$ cat src/rtl/uart_cmd_rx.sv
// 8N1 UART receiver with a line parser for ASCII "CHn:ddd\n" commands.
// A well-formed line emits a one-cycle cmd_valid with the latched channel and value.
module uart_cmd_rx #(
    parameter int CLK_FRE   = 50,
    parameter int UART_RATE = 115200
) (
    input  logic       clk,
    input  logic       rst,
    input  logic       uart_rx,
    output logic       cmd_valid,
    output logic [2:0] cmd_ch,
    output logic [7:0] cmd_value,
    output logic       cmd_err,
    output logic       frame_err
);
    localparam int BIT_CYCLES  = CLK_FRE * 1_000_000 / UART_RATE;
    localparam int HALF_CYCLES = BIT_CYCLES / 2;
    localparam int CW          = $clog2(BIT_CYCLES + 1);
    localparam logic [CW-1:0] BIT_LAST  = CW'(BIT_CYCLES - 1);
    localparam logic [CW-1:0] HALF_LAST = CW'(HALF_CYCLES - 1);

    localparam logic [7:0] ASC_C     = 8'h43;
    localparam logic [7:0] ASC_H     = 8'h48;
    localparam logic [7:0] ASC_COLON = 8'h3A;
    localparam logic [7:0] ASC_LF    = 8'h0A;
    localparam logic [7:0] ASC_CR    = 8'h0D;
    localparam logic [7:0] ASC_0     = 8'h30;
    localparam logic [7:0] ASC_7     = 8'h37;
    localparam logic [7:0] ASC_9     = 8'h39;

    typedef enum logic [1:0] {R_IDLE, R_START, R_DATA, R_STOP} rstate_t;
    typedef enum logic [2:0] {P_C, P_H, P_N, P_COLON, P_D, P_SKIP} pstate_t;

    rstate_t         rstate_q;
    logic            sync1_q, sync2_q;
    logic [CW-1:0]   cnt_q;
    logic [2:0]      bit_cnt_q;
    logic [7:0]      shift_q;
    logic            rx_valid_q;
    logic [7:0]      rx_byte_q;
    logic            frame_err_q;

    pstate_t         pstate_q;
    logic [2:0]      ch_q;
    logic [9:0]      acc_q;
    logic [1:0]      ndig_q;
    logic            cmd_valid_q, cmd_err_q;
    logic [2:0]      cmd_ch_q;
    logic [7:0]      cmd_value_q;

    logic            is_digit;
    assign is_digit = (rx_byte_q >= ASC_0) && (rx_byte_q <= ASC_9);

    // Receiver: start is confirmed at mid-bit, then every bit is sampled at its centre.
    always_ff @(posedge clk) begin
        if (rst) begin
            sync1_q     <= 1'b1;
            sync2_q     <= 1'b1;
            rstate_q    <= R_IDLE;
            cnt_q       <= '0;
            bit_cnt_q   <= '0;
            shift_q     <= '0;
            rx_valid_q  <= 1'b0;
            rx_byte_q   <= '0;
            frame_err_q <= 1'b0;
        end else begin
            sync1_q     <= uart_rx;
            sync2_q     <= sync1_q;
            rx_valid_q  <= 1'b0;
            frame_err_q <= 1'b0;
            case (rstate_q)
                R_IDLE: begin
                    if (!sync2_q) begin
                        rstate_q  <= R_START;
                        cnt_q     <= '0;
                        bit_cnt_q <= '0;
                    end
                end
                R_START: begin
                    if (cnt_q == HALF_LAST) begin
                        cnt_q    <= '0;
                        rstate_q <= sync2_q ? R_IDLE : R_DATA;
                    end else begin
                        cnt_q <= cnt_q + CW'(1);
                    end
                end
                R_DATA: begin
                    if (cnt_q == BIT_LAST) begin
                        cnt_q     <= '0;
                        shift_q   <= {sync2_q, shift_q[7:1]};
                        bit_cnt_q <= bit_cnt_q + 3'd1;
                        if (bit_cnt_q == 3'd7) rstate_q <= R_STOP;
                    end else begin
                        cnt_q <= cnt_q + CW'(1);
                    end
                end
                R_STOP: begin
                    if (cnt_q == BIT_LAST) begin
                        cnt_q    <= '0;
                        rstate_q <= R_IDLE;
                        if (sync2_q) begin
                            rx_valid_q <= 1'b1;
                            rx_byte_q  <= shift_q;
                        end else begin
                            frame_err_q <= 1'b1;
                        end
                    end else begin
                        cnt_q <= cnt_q + CW'(1);
                    end
                end
                default: rstate_q <= R_IDLE;
            endcase
        end
    end

    // Parser: an error that consumes the '\n' itself ends the line instead of skipping the next one.
    always_ff @(posedge clk) begin
        if (rst) begin
            pstate_q    <= P_C;
            ch_q        <= '0;
            acc_q       <= '0;
            ndig_q      <= '0;
            cmd_valid_q <= 1'b0;
            cmd_err_q   <= 1'b0;
            cmd_ch_q    <= '0;
            cmd_value_q <= '0;
        end else begin
            cmd_valid_q <= 1'b0;
            cmd_err_q   <= 1'b0;
            if (frame_err_q) begin
                pstate_q <= P_SKIP;
            end else if (rx_valid_q && rx_byte_q != ASC_CR) begin
                case (pstate_q)
                    P_C: begin
                        if (rx_byte_q == ASC_C) begin
                            pstate_q <= P_H;
                        end else if (rx_byte_q != ASC_LF) begin
                            cmd_err_q <= 1'b1;
                            pstate_q  <= P_SKIP;
                        end
                    end
                    P_H: begin
                        if (rx_byte_q == ASC_H) begin
                            pstate_q <= P_N;
                        end else begin
                            cmd_err_q <= 1'b1;
                            pstate_q  <= (rx_byte_q == ASC_LF) ? P_C : P_SKIP;
                        end
                    end
                    P_N: begin
                        if (rx_byte_q >= ASC_0 && rx_byte_q <= ASC_7) begin
                            ch_q     <= rx_byte_q[2:0];
                            acc_q    <= '0;
                            ndig_q   <= '0;
                            pstate_q <= P_COLON;
                        end else begin
                            cmd_err_q <= 1'b1;
                            pstate_q  <= (rx_byte_q == ASC_LF) ? P_C : P_SKIP;
                        end
                    end
                    P_COLON: begin
                        if (rx_byte_q == ASC_COLON) begin
                            pstate_q <= P_D;
                        end else begin
                            cmd_err_q <= 1'b1;
                            pstate_q  <= (rx_byte_q == ASC_LF) ? P_C : P_SKIP;
                        end
                    end
                    P_D: begin
                        if (is_digit && ndig_q != 2'd3) begin
                            acc_q  <= 10'(acc_q * 10) + {6'd0, rx_byte_q[3:0]};
                            ndig_q <= ndig_q + 2'd1;
                        end else if (rx_byte_q == ASC_LF) begin
                            pstate_q <= P_C;
                            if (ndig_q != 2'd0 && acc_q <= 10'd255) begin
                                cmd_valid_q <= 1'b1;
                                cmd_ch_q    <= ch_q;
                                cmd_value_q <= acc_q[7:0];
                            end else begin
                                cmd_err_q <= 1'b1;
                            end
                        end else begin
                            cmd_err_q <= 1'b1;
                            pstate_q  <= P_SKIP;
                        end
                    end
                    P_SKIP: begin
                        if (rx_byte_q == ASC_LF) pstate_q <= P_C;
                    end
                    default: pstate_q <= P_C;
                endcase
            end
        end
    end

    assign cmd_valid = cmd_valid_q;
    assign cmd_ch    = cmd_ch_q;
    assign cmd_value = cmd_value_q;
    assign cmd_err   = cmd_err_q;
    assign frame_err = frame_err_q;
endmodule

$ cat config.mk
export PLATFORM = sky130hd
export DESIGN_NAME = uart_cmd_rx
export DESIGN_NICKNAME = d
export VERILOG_FILES = /design/src/rtl/uart_cmd_rx.sv
export SDC_FILE = /design/constraint.sdc
export NUM_CORES = 1
export LEC_CHECK = 0
export BUFFER_PORTS_ARGS = -buffer_cell sky130_fd_sc_hd__clkbuf_2
export CORE_AREA = 3 3 92 94
export DETAILED_ROUTE_END_ITERATION = 12
export DIE_AREA = 0 0 95 97
export GPL_ROUTABILITY_DRIVEN = 0
export GPL_TIMING_DRIVEN = 0
export PLACE_DENSITY = 0.68
export SLEW_MARGIN = 25
export SYNTH_ARGS = -nofsm -noshare
export SYNTH_HDL_FRONTEND = slang
export SYNTH_SLANG_ARGS = --single-unit
$ cat constraint.sdc
create_clock -name clk -period 3.3 [get_ports clk]
set_input_delay 0.165 -clock clk [delete_from_list [all_inputs] [get_ports clk]]
set_output_delay 0.165 -clock clk [all_outputs]
set_load 0.01 [all_outputs]
==> results by group <==
Run status
  • Status: finished, final reports clean

Timing
  • FMAX: 0.385 GHz
  • Worst Max-Slew Pin Slew: 0.657 ns
  • Fin. Hold Viols: 0
  • Worst hold slack: 0.0147 ns
  • Slew HR: 56.2%
  • Tmin final: 2.60 ns
  • Setup TNS: 0 ns
  • Final period utilization: 78.7%
  • Final Slew Violations: 0
  • Clock skew: 0.00584 ns
  • RSZ-0062 raised after global routing: false
  • Setup Viol. Count Final: 0

Floorplanning
  • Top-Level Pins: 17
  • Core area: 7730 um2
  • Starting Density: 44.9%
  • Site row count: 32
  • Die X: 95 um
  • Die H: 97 um
  • Die area: 9220 um2

GRT
  • GRT Util Overall: 18.0%
  • Number of global-route vias before repair: 2810
  • First-pass GRT wire length: 13400 um
  • Largest net degree at the start of global routing: 11
  • Initial antenna violation count: 0
  • GRT overflow: 0

Clocking
  • Post-CTS sizing: 0
  • Clk_lat worst skew: 0.33 ns
  • Root buf cell: clkbuf_8
  • CTS tree: done
  • Setup bufs post-CTS: 0
  • H-Tree Level Count: 3
  • TritonCTS buffer count: 9
  • Worst-path clk slew: 0.07 ns
  • CTS Sinks: 65
  • Hold buffer count at CTS: 0
  • Clock buffer depth: 2

Setup path
  • Slowest-stage cell, CP: fa_1
  • CP Data Arrival Time: 2.81 ns
  • Critical Path RT: 3.51 ns
  • Largest stage delay on the critical path: 0.39 ns
  • CP Capture Type: flop
  • CP most frequent cell: ha_1
  • Critical Path Start Type: flop
  • Critical path, cell by cell: ha_1 -> ha_1 -> inv_1 -> fa_1 -> nand2b_1 -> a21oi_1 -> xor2_1 -> a31oi_1 -> o2111ai_1 -> o311ai_2
  • CP top delay family: adder cells
  • Worst-path fanout max: 5
  • R2r worst-path depth: 10
  • Kind of critical path: flop to flop
  • CP Buf/Inv Count: 1
  • Cell count along the critical path: 10

Pwr
  • Worst vdd ir: 0.228 mV
  • Pwr Density: 402 nW/um2
  • Static Leak: 1.54 nW
  • Tot Pwr: 0.00156 W

Placed design
  • Placed Area: 3670 um2
  • Dpl hpwl: 5470 um
  • Number of port buffers: 16
  • Placed cells: 506

Route
  • Remaining antenna violation count after routing: 0
  • DRT iter0 DRCs: 121
  • Vias/cell: 5.42
  • DRC viols: 0
  • Routed wire length: 7450 um
  • Via count: 2831
  • Avg WL per Cell: 14.3 um
  • Drt first pass iters: 4

Layout
  • Nets: 441
  • Synth-to-layout area growth: 12.0%
  • Fill cell count: 720
  • Design area: 3880 um2
  • Final std cells w/o fill: 522
  • ANT cells: 0
  • Fraction of layout cells with a size suffix above 1: 12.1%

Logic synthesis
  • Net Count, Synth: 414
  • Average cell area after synthesis: 8.94 um2
  • Post-Syn Instances: 388
  • Main synth FF type: dfxtp_1
  • EDFF count, synth: 0
  • Distinct cells, synth: 61
  • #FFs+latches synth: 65
  • Async SR Flop Fraction: 0%
  • Register area share after synthesis: 37.5%
  • Ys Warns: 0
  • Post-synthesis instance area: 3470 um2

Min path
  • Hold depth: 2
  • Hold Crit Class: primary input to flop

Flow run
  • Max-cap violations: 0
[flip-flops by register name (all words and copies together) (netlist names), named ones only]
name	flops
acc_q	10
cnt_q	9
cmd_value	8
rx_byte_q	8
shift_q	8
bit_cnt_q	3
ch_q	3
cmd_ch	3
pstate_q	3
ndig_q	2
cmd_err	1
cmd_valid	1
frame_err	1
rstate_q	1
rx_valid_q	1
sync1_q	1
sync2_q	1
[Yosys cell counts, types with 3 or more instances]
cell type	instances	share of area, %
nor2_1	57	6.2
a22oi_1	5	1.1
a31oi_1	4	0.72
or3_1	10	1.8
and3_1	5	0.90
nor3_1	5	0.72
nand2b_1	3	0.54
o21ai_0	6	0.87
a21oi_1	29	4.2
nor3b_1	8	1.7
a211oi_1	3	0.65
buf_2	4	0.58
a21o_1	3	0.65
xnor2_1	5	1.3
xor2_1	5	1.3
nor2b_1	4	0.72
nand2_1	24	2.6
dfxtp_1	65	38
mux2i_1	31	8.9
ha_1	21	7.6
nand3_1	7	1.0
o21a_1	3	0.65
clkbuf_1	13	1.4
inv_1	12	1.3
and2_1	3	0.54
o21ai_1	5	0.72
or4_1	3	0.65
[cells in the final DEF (no fill, tap or decap), types with 3 or more instances in the layout]
cell,Yosys,routed
clkbuf_8,0,12
clkbuf_1,13,15
o21ai_1,5,5
nand2b_1,3,3
mux2i_1,31,31
a21o_1,3,3
a21oi_1,29,29
clkbuf_2,0,16
nor2_1,57,57
a31oi_1,4,4
nand2_1,24,24
o21ai_0,6,6
or3_1,10,10
nor3b_1,8,8
a22oi_1,5,5
xor2_1,5,5
nor2b_1,4,4
nand3_1,7,7
dfxtp_1,65,65
and2_1,3,3
buf_2,4,4
xnor2_1,5,5
or4_1,3,3
and3_1,5,5
ha_1,21,21
inv_1,12,12
nor3_1,5,5
o21a_1,3,3
a211oi_1,3,3
[final timing paths]
kind,startpoint,endpoint,slack [ns]
hold / removal,uart_rx,sync1_q,0.01
hold reg to reg,sync1_q,sync2_q,0.42
setup / recovery,acc_q[1],acc_q[9],0.70
setup reg to reg,acc_q[1],acc_q[9],0.70
[report_power, final]
group	switching (W)	internal [W]	total, W
Combinational	0.0000386	0.0000166	0.0000552
Clock	0.000304	0.000411	0.000715
Sequential	0.00000318	0.000788	0.000791
[cells by family (layout without fill, tap and decap cells)]
group,after synthesis,in the layout,share of synthesized area [%]
flip-flops,65,65,37.5
AO/OA/AOI/OAI,73,73,13.7
AND/OR/NAND/NOR,153,153,24.1
multiplexers,33,33,9.60
adder cells (fa/ha/maj),24,24,9.02
XOR/XNOR,10,10,2.53
buffers and inverters,30,62,3.50
[layer usage]
metal,track usage [%],routed length (um),vias up
met5,0,0,-
li1,-,-,1445
met1,26.2,3720,1317
met4,7.21,117,0
met2,26.0,3290,58
met3,3.19,316,11
[through the flow]
| step | util [%] | setup slack, ns |
|---|---|---|
| after CTS | 50.2 | 0.708 |
| after global placement | 47.6 | 0.775 |
| after floorplan | - | 0.958 |
| after global routing | 50.2 | 0.544 |
| after detailed placement | 47.6 | 0.725 |
| final | 50.2 | 0.704 |
[worst reg2reg max path: stages, from the launching register on]
cell	delay (ns)
dfxtp_1	0.38
ha_1	0.31
ha_1	0.16
inv_1	0.05
fa_1	0.39
nand2b_1	0.16
a21oi_1	0.16
xor2_1	0.27
a31oi_1	0.18
o2111ai_1	0.28
o311ai_2	0.13
[final cells by class]
cell class / instances / area (um2) / share of cell area, %
repair buffers: 16 / 80.1 / 2.06
plain buffers: 18 / 76.3 / 1.97
inverters: 12 / 45.0 / 1.16
flip-flops and latches: 65 / 1300 / 33.5
clock buffers: 14 / 173 / 4.45
clock inverters: 2 / 35.0 / 0.902
well taps: 102 / 128 / 3.29
multi-input cells: 293 / 2040 / 52.7
(Power assumes the default switching activity.)
